$ cat src/rtl/pc_redirect_unit_pkg.sv
// Shared types and defaults for the PC redirect unit and its branch target generator.
package pc_pkg;

  typedef enum logic [2:0] {
    BR_NONE = 3'd0,
    BR_BEQ  = 3'd1,
    BR_BNE  = 3'd2,
    BR_J    = 3'd3,
    BR_JAL  = 3'd4,
    BR_JR   = 3'd5
  } br_type_t;

  typedef enum logic {
    ST_RUN  = 1'b0,
    ST_PEND = 1'b1
  } state_t;

  localparam logic [31:0] RESET_PC_DEF  = 32'h0000_3000;
  localparam logic [31:0] EXC_ENTRY_DEF = 32'h0000_4180;

  function automatic logic [31:0] sext_word_offset(input logic [15:0] imm);
    return {{14{imm[15]}}, imm, 2'b00};
  endfunction

endpackage

$ cat src/rtl/pc_redirect_unit_branch_target_gen.sv
// Combinational branch/jump resolution: taken flag and 32-bit target.
// PC_ALIGN_CHECK_EN routes misaligned JR targets to EXC_ENTRY and flags adel_o.
module branch_target_gen
  import pc_pkg::*;
#(
  parameter logic [31:0] EXC_ENTRY = EXC_ENTRY_DEF
) (
  input  logic [2:0]  br_type_i,
  input  logic        equal_i,
  input  logic [31:0] id_pc_i,
  input  logic [15:0] imm16_i,
  input  logic [25:0] instr_index_i,
  input  logic [31:0] rs_val_i,
  output logic        taken_o,
  output logic [31:0] target_o
`ifdef PC_ALIGN_CHECK_EN
  , output logic      adel_o
`endif
);

  logic [31:0] seq_pc;

  always_comb begin
    seq_pc   = id_pc_i + 32'd4;
    taken_o  = 1'b0;
    target_o = seq_pc;
`ifdef PC_ALIGN_CHECK_EN
    adel_o   = 1'b0;
`endif
    case (br_type_t'(br_type_i))
      BR_BEQ: begin
        taken_o  = equal_i;
        target_o = seq_pc + sext_word_offset(imm16_i);
      end
      BR_BNE: begin
        taken_o  = ~equal_i;
        target_o = seq_pc + sext_word_offset(imm16_i);
      end
      BR_J, BR_JAL: begin
        taken_o  = 1'b1;
        target_o = {seq_pc[31:28], instr_index_i, 2'b00};
      end
      BR_JR: begin
        taken_o  = 1'b1;
`ifdef PC_ALIGN_CHECK_EN
        if (rs_val_i[1:0] != 2'b00) begin
          target_o = EXC_ENTRY;
          adel_o   = 1'b1;
        end else begin
          target_o = rs_val_i;
        end
`else
        target_o = rs_val_i & 32'hFFFF_FFFC;
`endif
      end
      default: taken_o = 1'b0;
    endcase
  end

endmodule

$ cat src/rtl/pc_redirect_unit.sv
// Program counter owner for the 5-stage MIPS pipeline with delay-slot redirect handling.
// Optional alignment check on JR targets: PC_ALIGN_CHECK_EN (adds adel_o).
module pc_redirect_unit
  import pc_pkg::*;
#(
  parameter logic [31:0] RESET_PC  = RESET_PC_DEF,
  parameter logic [31:0] EXC_ENTRY = EXC_ENTRY_DEF
) (
  input  logic        clk,
  input  logic        reset_n,
  input  logic        fetch_ack_i,
  input  logic        stall_i,
  input  logic        br_valid_i,
  input  logic [2:0]  br_type_i,
  input  logic        equal_i,
  input  logic [31:0] id_pc_i,
  input  logic [15:0] imm16_i,
  input  logic [25:0] instr_index_i,
  input  logic [31:0] rs_val_i,
  output logic [31:0] pc_o,
  output logic        fetch_req_o,
  output logic        redirect_o,
  output logic [31:0] link_o
`ifdef PC_ALIGN_CHECK_EN
  , output logic      adel_o
`endif
);

  state_t      state_q, state_d;
  logic [31:0] pc_q, pc_d;
  logic [31:0] pend_pc_q, pend_pc_d;
  logic        fetch_req_q, fetch_req_d;
  logic        redirect_q, redirect_d;
  logic        gen_taken;
  logic [31:0] gen_target;
  logic        taken;
  logic        advance;
`ifdef PC_ALIGN_CHECK_EN
  logic        gen_adel;
  logic        adel_q, adel_d;
`endif

  branch_target_gen #(
    .EXC_ENTRY(EXC_ENTRY)
  ) u_tgt (
    .br_type_i    (br_type_i),
    .equal_i      (equal_i),
    .id_pc_i      (id_pc_i),
    .imm16_i      (imm16_i),
    .instr_index_i(instr_index_i),
    .rs_val_i     (rs_val_i),
    .taken_o      (gen_taken),
    .target_o     (gen_target)
`ifdef PC_ALIGN_CHECK_EN
    , .adel_o     (gen_adel)
`endif
  );

  assign taken   = br_valid_i & gen_taken;
  assign advance = fetch_ack_i & ~stall_i & fetch_req_q;

  always_comb begin
    state_d     = state_q;
    pc_d        = pc_q;
    pend_pc_d   = pend_pc_q;
    fetch_req_d = 1'b1;
    redirect_d  = 1'b0;
`ifdef PC_ALIGN_CHECK_EN
    adel_d      = 1'b0;
`endif
    case (state_q)
      ST_RUN: begin
        // A stalled branch is not captured; it is re-evaluated with fresh forwarded operands.
        if (taken && !stall_i) begin
          redirect_d = 1'b1;
`ifdef PC_ALIGN_CHECK_EN
          adel_d     = gen_adel;
`endif
          if (advance) begin
            pc_d = gen_target;
          end else begin
            pend_pc_d = gen_target;
            state_d   = ST_PEND;
          end
        end else if (advance) begin
          pc_d = pc_q + 32'd4;
        end
      end
      ST_PEND: begin
        if (advance) begin
          pc_d    = pend_pc_q;
          state_d = ST_RUN;
        end
      end
      default: state_d = ST_RUN;
    endcase
  end

  always_ff @(posedge clk or negedge reset_n) begin
    if (!reset_n) begin
      state_q     <= ST_RUN;
      pc_q        <= RESET_PC;
      pend_pc_q   <= '0;
      fetch_req_q <= 1'b0;
      redirect_q  <= 1'b0;
`ifdef PC_ALIGN_CHECK_EN
      adel_q      <= 1'b0;
`endif
    end else begin
      state_q     <= state_d;
      pc_q        <= pc_d;
      pend_pc_q   <= pend_pc_d;
      fetch_req_q <= fetch_req_d;
      redirect_q  <= redirect_d;
`ifdef PC_ALIGN_CHECK_EN
      adel_q      <= adel_d;
`endif
    end
  end

  assign pc_o        = pc_q;
  assign fetch_req_o = fetch_req_q;
  assign redirect_o  = redirect_q;
  assign link_o      = id_pc_i + 32'd8;
`ifdef PC_ALIGN_CHECK_EN
  assign adel_o      = adel_q;
`endif

endmodule

$ cat config.mk
export PLATFORM = sky130hd
export DESIGN_NAME = pc_redirect_unit
export DESIGN_NICKNAME = d
export VERILOG_FILES = /design/src/rtl/pc_redirect_unit_pkg.sv /design/src/rtl/pc_redirect_unit_branch_target_gen.sv /design/src/rtl/pc_redirect_unit.sv
export SDC_FILE = /design/constraint.sdc
export NUM_CORES = 1
export LEC_CHECK = 0
export CAP_MARGIN = 5
export CORE_MARGIN = 4
export CORE_UTILIZATION = 47
export DETAILED_ROUTE_END_ITERATION = 8
export PLACE_DENSITY = 0.91
export SLEW_MARGIN = 40
export SYNTH_ARGS = -nofsm -noshare
export SYNTH_HDL_FRONTEND = slang
export SYNTH_HIERARCHICAL = 1
export SYNTH_SLANG_ARGS = --single-unit
$ cat constraint.sdc
create_clock -name clk -period 2.1 [get_ports clk]
set_input_delay 0.525 -clock clk [delete_from_list [all_inputs] [get_ports clk]]
set_output_delay 0.525 -clock clk [all_outputs]
set_load 0.005 [all_outputs]
==> flow_summary.toml, run 1 <==
[logic_synthesis]
yosysSeqAreaShare = 0.215
postSynth.asyncResetShare = 1.00
synthFlopType = "dfrtp_1"
synth_edf_count = 0
ys_ff_latch = 67
avgSynthCellArea_um2 = 7.77
synth_cells = 1007
synth_nets = 1159
yosysWarnings = 6
syn_area_um2 = 7820
synth_cell_type_count = 86

[global_routing]
track_usage = 0.758
grt_overflow = 14
grt_max_degree = 68

[run_status]
error_line = "[ERROR GRT-0232] Routing congestion too high. Check the congestion heatmap in the GUI."
stop_stage = "5_1_grt"
status = "aborted with a tool error"

[timing]
postGrtWorstEndpoint = "pc_o[29]$_DFFE_PN0P_/D"
endpoint_type = "register data pin"

[placement]
gp_congestion = 1.06
portBuffers = 178
dp_hpwl_mm = 24.6
place_ws_ns = -2.48

[clocking]
numCtsBuffers = 9
htree_num_levels = 3
cts.hold.buffers_added = 0
clock_sinks = 67
clockBufferDepth = 2
cts-root-buf = "clkbuf_16"

[floorplan]
num_rows = 46
start_util = 0.485
die_x_um = 137
dieHeight_um = 137
pin_count = 181
==> kinds of logic after synthesis <==
family | Yosys count | synth area share
AOI/OAI and AO/OA | 324 | 0.274
xor gates and xnor gates | 74 | 0.0877
adders and majority gates | 37 | 0.0602
buffers and inverters | 89 | 0.0555
DFF | 67 | 0.215
muxes | 56 | 0.0768
other | 1 | 0.000479
and+or+nand+nor | 359 | 0.231
==> synth_stat cells (all sizes together), types with 21 or more instances <==
cell | count | area [µm²]
a211oi | 27 | 213
clkbuf | 40 | 210
nor3 | 21 | 110
nor2 | 81 | 309
nand3 | 48 | 258
mux2 | 32 | 360
and3 | 25 | 173
inv | 28 | 105
nand4 | 24 | 150
a21oi | 83 | 427
o22ai | 21 | 131
dfrtp | 65 | 1630
nand2 | 105 | 397
xnor2 | 55 | 512
ha | 36 | 450
o21ai | 85 | 444
mux2i | 24 | 240
==> what timing repair did <==
action                                  in CTS
resized for setup                          367
pin swaps                                  157
endpoints found under the setup margin      96
buffers inserted                            58
==> per-stage QoR <==
stage	std cells	area, µm²	TNS [ns]	hold WS [ns]
4_1_cts	1660	13400	-67.85	0.216
3_3_place_gp	1590	11800	-130.12	0.482
2_1_floorplan	1007	8210	-52.62	0.229
3_5_place_dp	1590	11800	-139.60	0.494
==> metal layers <==
| metal | GRT overflow | GRT usage |
|---|---|---|
| met3 | 0 | 0.654 |
| met2 | 5 | 0.888 |
| met1 | 0 | 0.740 |
| met4 | 9 | 0.779 |
| met5 | 0 | 0.344 |
==> inputs of run 2 (changes only) <==
--- a/config.mk
+++ b/config.mk
@@ -7,9 +7,9 @@
 export LEC_CHECK = 0
 export CAP_MARGIN = 5
 export CORE_MARGIN = 4
-export CORE_UTILIZATION = 47
+export CORE_UTILIZATION = 35
 export DETAILED_ROUTE_END_ITERATION = 8
-export PLACE_DENSITY = 0.91
+export PLACE_DENSITY_LB_ADDON = 0.15
 export SLEW_MARGIN = 40
 export SYNTH_ARGS = -nofsm -noshare
 export SYNTH_HDL_FRONTEND = slang
==> constraint.sdc (replaced) <==
create_clock -name clk -period 2.7 [get_ports clk]
set_input_delay 0.675 -clock clk [delete_from_list [all_inputs] [get_ports clk]]
set_output_delay 0.675 -clock clk [all_outputs]
set_load 0.005 [all_outputs]
==> run 2 against run 1 <==
The flow now finishes, with violations (setup timing). Synthesized cell count stayed put. Synthesized area stayed put.
==> flow_summary.toml, run 2 <==
[setup_path]
ff2ff_path_depth = 6
end_kind = "register"
cp_data_arrival_time_ns = 4.06
crit_type = "in2reg"
critPathRequiredTime_ns = 2.91
start_kind = "primary input"
crit_fanout = 6

[cells_and_area]
layout.nets = 1637
num-fill-cells = 1816
mostFrequentLayoutCells = "293 x buf_4, 121 x clkdlybuf4s50_1, 86 x nand2_1"
antenna_cells = 0
multi_input_area_um2 = 7440
drive_gt1_frac = 0.476
final_cell_count_no_fill = 1770
final-seq-area_um2 = 1680
area_growth_pct = 84.9
final_common_cell = "buf_4"

[run_status]
violations = "setup timing"
status = "finished, violations left"

[drt]
via_per_inst = 5.51
drtIter0Drc = 498
num_vias = 9749
drc = 0
ant_nets = 0
finalWirelength_mm = 32.2
dr.pass1.iters = 5
wl_per_cell_um = 18.2

[clocking]
clockBufferDepth = 2
clock_sinks = 67
cts_tree = "built"
cts-root-buf = "clkbuf_16"
numCtsBuffers = 9
worst_setup_hold_path_clk_slew_ns = 0.06
clkLatencyLatePin_ns = 0.33
htree_num_levels = 3

[logic_synthesis]
synth_cell_type_count = 86
postSynth.asyncResetShare = 1.00
muxShareOfSynthArea = 0.0768
ys_ff_latch = 67
synth_fa_ha_area_frac = 0.0602
synth_common_cells = "104 x nand2_1, 80 x a21oi_1, 79 x nor2_1, 75 x o21ai_0, 65 x dfrtp_1"
synth-xor-area-share = 0.0877
yosys.area_share.simple = 0.231
synth_nets = 1159
synthFlopType = "dfrtp_1"
avgSynthCellArea_um2 = 7.77
synth.largest_area_cell = "dfrtp_1"
synth_edf_count = 0
yosysSeqAreaShare = 0.215
synth_top_family_by_area = "compound AO/OA/AOI/OAI gates"
synth_cells = 1007
synth_most_common_cell = "nand2_1"
yosysWarnings = 6
synth_compound_area_frac = 0.274
synthTopCellsByArea = "dfrtp_1 21%, ha_1 5.8%, xnor2_1 5.7%, a21oi_1 5.1%, nand2_1 5.0%"
synth_top_area_frac = 0.208
syn_area_um2 = 7820

[global_routing]
met1_usage = 0.331
grt_pass1_vias = 9480
grt_pass1_wl_mm = 48.9
top_usage_layer = "met2"
track_usage = 0.243
grtUsageMet2 = 0.405
antenna_found_initial = 0
grt_max_degree = 68
gr-usage-met3 = 0.0316
grt_overflow = 0

[timing]
finalHoldViolCount = 0
worstMarginPinSlew_ns = 0.582
fin_skew_ns = 0.00545
min_period_ns = 3.85
relSlewSlack = 0.610
finalWorstSetupSlack_ns = -1.15
max_freq_mhz = 259
rsz0062_at_grt = "true"
setup_viol = 64
fin_crit_sh = 1.43
drv_slew = 0

[floorplan]
start_util = 0.357
num_rows = 54
core_area_um2 = 21900
die-area_um2 = 24800
pin_count = 181
die_x_um = 157
dieHeight_um = 157

[pwr]
vdd_drop_max_mv = 0.332
total_power_mw = 6.25
p_leak_nw = 6.28
powerDensity_nw_per_um2 = 432

[placement]
dp_hpwl_mm = 23.6
gp_congestion = 0.907
portBuffers = 178
dp_cells = 1665

[min_path]
holdCritPathClass = "in2async"

[flow_run]
cap_viol_max_count = 0
-- run 2: cell counts after synthesis --
No cell type changed its count.
-- run 2: cell families after synthesis --
kind of cell               Yosys count
and+or+nand+nor                    359
DFF                                 67
other                                1
adders and majority gates           37
muxes                               56
xor gates and xnor gates            74
buffers and inverters               89
AOI/OAI and AO/OA                  324
-- run 2: final timing paths --
check,start,end,slack (ns)
worst max-delay path,id_pc_i[5],pc_o[31],-1.15
worst min-delay path,reset_n,pend_pc_q[4],0.35
worst max register to register,pc_o[2],pc_o[22],0.61
worst min register to register,pend_pc_q[6],pend_pc_q[6],0.50
max in group asynchronous,reset_n,pc_o[12],2.00
min in group clk,pend_pc_q[6],pend_pc_q[6],0.50
-- run 2: per-layer routing --
metal / up-vias / share of wire
met3: 56 / 0.051
met2: 306 / 0.48
met4: 0 / 0.026
li1: 4725 / -
met1: 4662 / 0.44
met5: - / 0
-- run 2: power breakdown --
group / total (mW) / switching [mW] / internal (mW)
Combinational: 3.29 / 1.47 / 1.82
Clock: 1.23 / 0.431 / 0.801
Sequential: 1.73 / 0.374 / 1.36
Total: 6.25 / 2.28 / 3.97
-- run 2: cell type report --
cell class / count / share of cell area
multi-input combinational: 851 / 0.515
timing repair buffer: 527 / 0.316
sequential: 67 / 0.116
tap: 280 / 0.0242
clock buffer: 10 / 0.0158
inverter: 29 / 0.00761
clock inverter: 6 / 0.00554
-- run 2: worst max-delay path: stages --
cell,delay [ns]
buf_6,0.07
and4_4,0.24
and4_4,0.29
buf_4,0.14
nand3_4,0.08
xnor2_4,0.15
ha_4,0.28
buf_4,0.13
a21oi_2,0.08
a21oi_2,0.19
nor2_2,0.06
a211oi_4,0.29
o21ai_2,0.12
o21ai_4,0.15
xor2_2,0.22
buf_4,0.16
a31oi_4,0.07
o211a_1,0.25
nand2_1,0.08
o21ai_2,0.08
nor4_1,0.18
nor3_1,0.09
-- run 2: what timing repair did --
action                                  in CTS  in global routing
hold buffers                                 0                  0
endpoints found under the setup margin      90                 78
resized for setup                          309                215
buffers inserted                            58                 46
pin swaps                                  135                150
-- run 2: through the flow --
| stage | worst slack, ns | hold slack [ns] | area (µm²) | utilization | TNS, ns |
|---|---|---|---|---|---|
| 5_1_grt | -1.31 | 0.390 | 14500 | 0.661 | -42.90 |
| 3_5_place_dp | -2.05 | 0.488 | 11900 | 0.544 | -106.69 |
| 6_report | -1.15 | 0.351 | 14500 | 0.661 | -35.96 |
| 2_1_floorplan | -1.27 | 0.379 | 8080 | - | -29.26 |
| 3_3_place_gp | -1.98 | 0.484 | 11900 | 0.544 | -103.88 |
| 4_1_cts | -1.14 | 0.377 | 13400 | 0.613 | -33.95 |
(Power assumes the default switching activity.)
==> inputs of run 3 (changes only) <==
--- a/config.mk
+++ b/config.mk
@@ -9,7 +9,7 @@
 export CORE_MARGIN = 4
 export CORE_UTILIZATION = 35
 export DETAILED_ROUTE_END_ITERATION = 8
-export PLACE_DENSITY_LB_ADDON = 0.15
+export PLACE_DENSITY = 0.57
 export SLEW_MARGIN = 40
 export SYNTH_ARGS = -nofsm -noshare
 export SYNTH_HDL_FRONTEND = slang
==> run 3 against run 2 <==
Total power fell by 3.8%. Largest power group unchanged. Maximum frequency rose by 1.4%. First-iteration DRC count rose by 8.0%. Flip-flop and latch count did not move. Via count fell by 1.5%. Highest routed layer unchanged. Worst setup slack improved by 0.052 ns. Clock-buffer cell count rose by 2. Largest cell class unchanged. Register-to-register slack improved by 0.09 ns. Critical path type unchanged. The run still ends with setup timing left.
==> flow_summary.toml, run 3 (synthesis gave the netlist of run 2 again) <==
[run_status]
status = "finished, violations left"
violations = "setup timing"

[drt]
ant_nets = 0
num_vias = 9602
drtIter0Drc = 538
finalWirelength_mm = 31.3
route.met3.wl_mm = 2.09
via_per_inst = 5.49
dr.pass1.iters = 5
top_layer = "met4"
met1Wirelength_mm = 13.6
wl_per_cell_um = 17.9
dr_wl_met2_mm = 14.9
drc = 0

[floorplan]
dieHeight_um = 157
die-area_um2 = 24800
start_util = 0.357
die_x_um = 157
num_rows = 54
core_area_um2 = 21900
pin_count = 181

[timing]
min_period_ns = 3.80
setup_tns_ns = -33.35
rsz0062_at_grt = "true"
relSlewSlack = 0.648
fin_crit_sh = 1.41
setup_viol = 65
whs_ns = 0.248
drv_slew = 0
fin_skew_ns = 0.00684
finalWorstSetupSlack_ns = -1.10
worstMarginPinSlew_ns = 0.528
finalHoldViolCount = 0
max_freq_mhz = 263

[pwr]
switching_share = 0.362
powerDensity_nw_per_um2 = 433
switchingPower_mw = 2.18
power_frac_clock = 0.199
vdd_drop_max_mv = 0.407
p_comb_frac = 0.516
intPower_mw = 3.84
power_frac_seq = 0.285
p_leak_nw = 6.05

[setup_path]
rrSetupSlack_ns = 0.70
crit_type = "in2reg"
ff2ff_path_depth = 8
r2r-start = "state_q"
critPathRequiredTime_ns = 2.92
start_kind = "primary input"
r2r_end = "pc_o[11]"
cp_data_arrival_time_ns = 4.02
crit_fanout = 7
end_kind = "register"

[clocking]
clock_sinks = 67
cts_tree = "built"
cts-root-buf = "clkbuf_16"
clockBufferDepth = 2
worst_setup_hold_path_clk_slew_ns = 0.06
htree_num_levels = 3
clkLatencyLatePin_ns = 0.34
numCtsBuffers = 9

[global_routing]
grt_pass1_wl_mm = 48.3
track_usage = 0.241
grt_overflow = 0
antenna_found_initial = 0
grt_max_degree = 51
grt_pass1_vias = 9317

[placement]
place_area_um2 = 11900
gp_congestion = 0.959
dp_cells = 1665
portBuffers = 178
dp_hpwl_mm = 23.7

[cells_and_area]
drive_gt1_frac = 0.440
layout.nets = 1617
final_common_cell = "buf_4"
area_growth_pct = 77.8
mostFrequentLayoutCells = "282 x buf_4, 122 x clkdlybuf4s50_1, 88 x nand2_1"
num-fill-cells = 1922
final_util = 0.635
final_cell_count_no_fill = 1750
final_area_um2 = 13900
antenna_cells = 0

[min_path]
holdCritPathClass = "in2async"

[flow_run]
cap_viol_max_count = 0
==> run 3: changes by cell type in the layout (fill, tap and decap cells not counted), moves of 6 or more <==
cell / before / now
a21oi_1: 47 / 55
o21ai_2: 20 / 14
buf_4: 293 / 282
o21ai_0: 36 / 42
buf_6: 54 / 43
a21oi_2: 30 / 23
buf_2: 21 / 28
==> run 3: worst max-delay path by stage <==
stage | startpoint | endpoint | slack [ns]
5_1_grt | id_pc_i[9] | pc_o[31] | -1.25
2_1_floorplan | id_pc_i[5] | pc_o[31] | -1.27
3_3_place_gp | id_pc_i[3] | pc_o[29] | -2.01
3_5_place_dp | id_pc_i[3] | pc_o[21] | -2.11
6_report | id_pc_i[9] | pc_o[29] | -1.10
4_1_cts | id_pc_i[6] | pc_o[31] | -1.13
==> run 3: power by group through the flow <==
stage                     Clock (mW)  Sequential, mW  Combinational (mW)
after floorplan                    0            1.65                1.33
after detailed placement           0            1.72                2.69
after global placement             0            1.70                2.67
after global routing            1.26            1.77                3.37
after CTS                       1.21            1.71                2.91
final                           1.20            1.71                3.10
==> run 3: cell type report <==
class | count | area (µm²) | share of cell area
inverters | 29 | 109 | 0.00783
repair buffers | 507 | 4370 | 0.314
clock inverters | 4 | 48.8 | 0.00351
multi-input cells | 851 | 7090 | 0.510
well taps | 280 | 350 | 0.0252
clock buffers | 12 | 256 | 0.0184
flip-flops and latches | 67 | 1680 | 0.121
==> run 3: timing repair <==
item / in CTS / in global routing
hold buffers: 0 / 0
pin swaps: 119 / 85
setup buffers: 46 / 30
endpoints found under the setup margin: 89 / 77
resized for setup: 319 / 121
==> run 3: critical path: stages <==
cell and delay, ns:
buf_2 0.09, and3_4 0.20, and4_4 0.33, nand3_4 0.11, xnor2_4 0.18, ha_4 0.24, a21o_4 0.22, a21o_1 0.17
a21oi_1 0.14, o211ai_1 0.13, a21oi_2 0.19, o2111a_1 0.24, nor3_2 0.07, a22o_1 0.17, or3_4 0.33, nand2_1 0.06
o21ai_0 0.09, a211o_1 0.26, o221a_1 0.11
==> run 3: through the flow <==
step | total power, mW | worst slack [ns]
final | 6.01 | -1.10
after detailed placement | 4.41 | -2.11
after floorplan | 2.98 | -1.27
after global placement | 4.37 | -2.01
after global routing | 6.40 | -1.25
after CTS | 5.83 | -1.13
==> run 3: routing by layer <==
metal,GRT usage,vias up
met3,0.0368,44
met5,0,-
li1,-,4686
met1,0.325,4554
met2,0.398,318
met4,0.0709,0
==> inputs of run 4 (changes only) <==
--- a/config.mk
+++ b/config.mk
@@ -6,6 +6,7 @@
 export NUM_CORES = 1
 export LEC_CHECK = 0
 export CAP_MARGIN = 5
+export CORE_ASPECT_RATIO = 0.5
 export CORE_MARGIN = 4
 export CORE_UTILIZATION = 35
 export DETAILED_ROUTE_END_ITERATION = 8
==> run 4 against run 3 <==
Critical path depth grew 2. Sequential share of layout area down 0.28 points. Design area is 2.4% higher. Worst setup slack got worse by 0.15 ns. Via count is 3.0% higher. Combinational power is 6% higher. The run still ends with setup timing left. Largest cell class unchanged. Critical path type unchanged. Global-route usage increased by 2.0 points. Total power up 2.9%. Register-to-register slack worse by 0.10 ns. Cell count rose by 1.5%.
==> flow_summary.toml, run 4 (synthesis gave the netlist of run 2 again) <==
[run_status]
status = "finished, violations left"
violations = "setup timing"

[drt]
wl_per_cell_um = 19.4
via_per_inst = 5.57
route.met3.wl_mm = 1.67
finalWirelength_mm = 34.4
drc = 0
met1Wirelength_mm = 16.1
top_layer = "met4"
dr.pass1.iters = 5
drtIter0Drc = 734
ant_nets = 0
num_vias = 9886
dr_wl_met2_mm = 16.1

[timing]
max_freq_mhz = 253
fin_skew_ns = 0.00423
finalHoldViolCount = 0
drv_slew = 0
whs_ns = 0.158
finalWorstSetupSlack_ns = -1.25
setup_tns_ns = -42.05
setup_viol = 69
relSlewSlack = 0.609
fin_crit_sh = 1.46
rsz0062_at_grt = "true"
worstMarginPinSlew_ns = 0.581
min_period_ns = 3.95

[floorplan]
dieHeight_um = 114
num_rows = 38
core_area_um2 = 21800
start_util = 0.358
pin_count = 181
die_x_um = 219
die-area_um2 = 24900

[clocking]
worst_setup_hold_path_clk_slew_ns = 0.05
clockBufferDepth = 2
clock_sinks = 67
htree_num_levels = 3
cts-root-buf = "clkbuf_16"
numCtsBuffers = 9
cts_tree = "built"
clkLatencyLatePin_ns = 0.33

[pwr]
total_power_mw = 6.19
vdd_drop_max_mv = 0.324
switching_share = 0.370
power_frac_seq = 0.278
switchingPower_mw = 2.29
intPower_mw = 3.90
power_frac_clock = 0.191
p_comb_frac = 0.530
p_leak_nw = 6.17
powerDensity_nw_per_um2 = 435

[placement]
portBuffers = 178
place_area_um2 = 11900
dp_hpwl_mm = 25.9
gp_congestion = 0.937
place_ws_ns = -2.26
dp_cells = 1687

[global_routing]
grt_max_degree = 51
grt_pass1_vias = 9531
grt_pass1_wl_mm = 52.3
antenna_found_initial = 0
track_usage = 0.261
grt_overflow = 0

[cells_and_area]
antenna_cells = 0
final_cell_count_no_fill = 1776
multi_input_area_um2 = 7300
final_common_cell = "buf_4"
final_util = 0.653
num-fill-cells = 1803
mostFrequentLayoutCells = "280 x buf_4, 122 x clkdlybuf4s50_1, 88 x nand2_1"
drive_gt1_frac = 0.449
layout.nets = 1623
final-seq-area_um2 = 1680
final_area_um2 = 14200
area_growth_pct = 82.1

[setup_path]
crit_type = "in2reg"
start_kind = "primary input"
end_kind = "register"
cp_slowest_cell = "or3_4"
cp_common_cell = "buf_6"
critPathRequiredTime_ns = 2.95
slowest_delay_ns = 0.35
crit_fanout = 5
worstPathCellList = "buf_6 > and4_4 > buf_6 > nand4_1 > xnor2_2 > ha_1 > buf_6 > buf_6 > nor2b_4 > o21ai_2 > nand2b_1 > or3_4 > o21ai_4 > o21ai_4 > and2_4 > o211ai_1 > buf_4 > nand2_2 > o21ai_2 > a21oi_1 > nor3_1"
cp_data_arrival_time_ns = 4.19

[flow_run]
cap_viol_max_count = 0

[min_path]
holdCritPathClass = "in2async"
-- run 4: changes by cell type in the layout (fill, tap and decap cells not counted), sizes merged --
cell / previous run / this run
dlymetal6s2s: 2 / 7
bufinv: 1 / 0
clkdlybuf4s15: 1 / 4
dlygate4sd2: 13 / 10
clkinv: 4 / 1
clkbuf: 15 / 18
buf: 366 / 368
-- run 4: critical path, delay by kind of cell --
| kind | cells | cell delay [ns] |
|---|---|---|
| adder cells (fa/ha/maj) | 1 | 0.29 |
| XOR/XNOR | 1 | 0.24 |
| AO/OA/AOI/OAI | 6 | 1.03 |
| buffers and inverters | 5 | 0.62 |
| AND/OR/NAND/NOR | 8 | 1.33 |
-- run 4: path summary, 6_finish.rpt --
path	start	end	slack, ns	cells past startpoint
max	id_pc_i[5]	pc_o[26]	-1.25	21
min	reset_n	pc_o[26]	0.16	1
max reg2reg	state_q	pc_o[9]	0.60	7
min reg2reg	pend_pc_q[5]	pend_pc_q[5]	0.51	1
max in group asynchronous	reset_n	pc_o[12]	1.97	2
min in group clk	pend_pc_q[5]	pend_pc_q[5]	0.51	1
-- run 4: timing repair --
action	4_1_cts	5_1_grt
resized for setup	324	159
hold buffers	0	0
endpoints found under the setup margin	92	86
setup buffers	50	31
cloned	0	0
pin swaps	118	98
-- run 4: area by class of cell --
class                   count  area share
clock buffers              16      0.0219
multi-input cells         851       0.513
repair buffers            513       0.313
well taps                 300      0.0264
inverters                  29     0.00782
flip-flops and latches     67       0.118
-- run 4: routing by layer --
layer | GRT usage | vias up
li1 | - | 4699
met1 | 0.388 | 4806
met2 | 0.412 | 339
met3 | 0.0245 | 42
met4 | 0.0560 | 0
met5 | 0 | -
-- run 4: power by group through the flow --
stage | clock network, mW | logic, mW | registers [mW]
CTS | 1.21 | 3.03 | 1.71
detailed placement | 0 | 2.76 | 1.72
global placement | 0 | 2.72 | 1.71
global route | 1.25 | 3.53 | 1.77
finish | 1.18 | 3.28 | 1.72
floorplan | 0 | 1.33 | 1.65
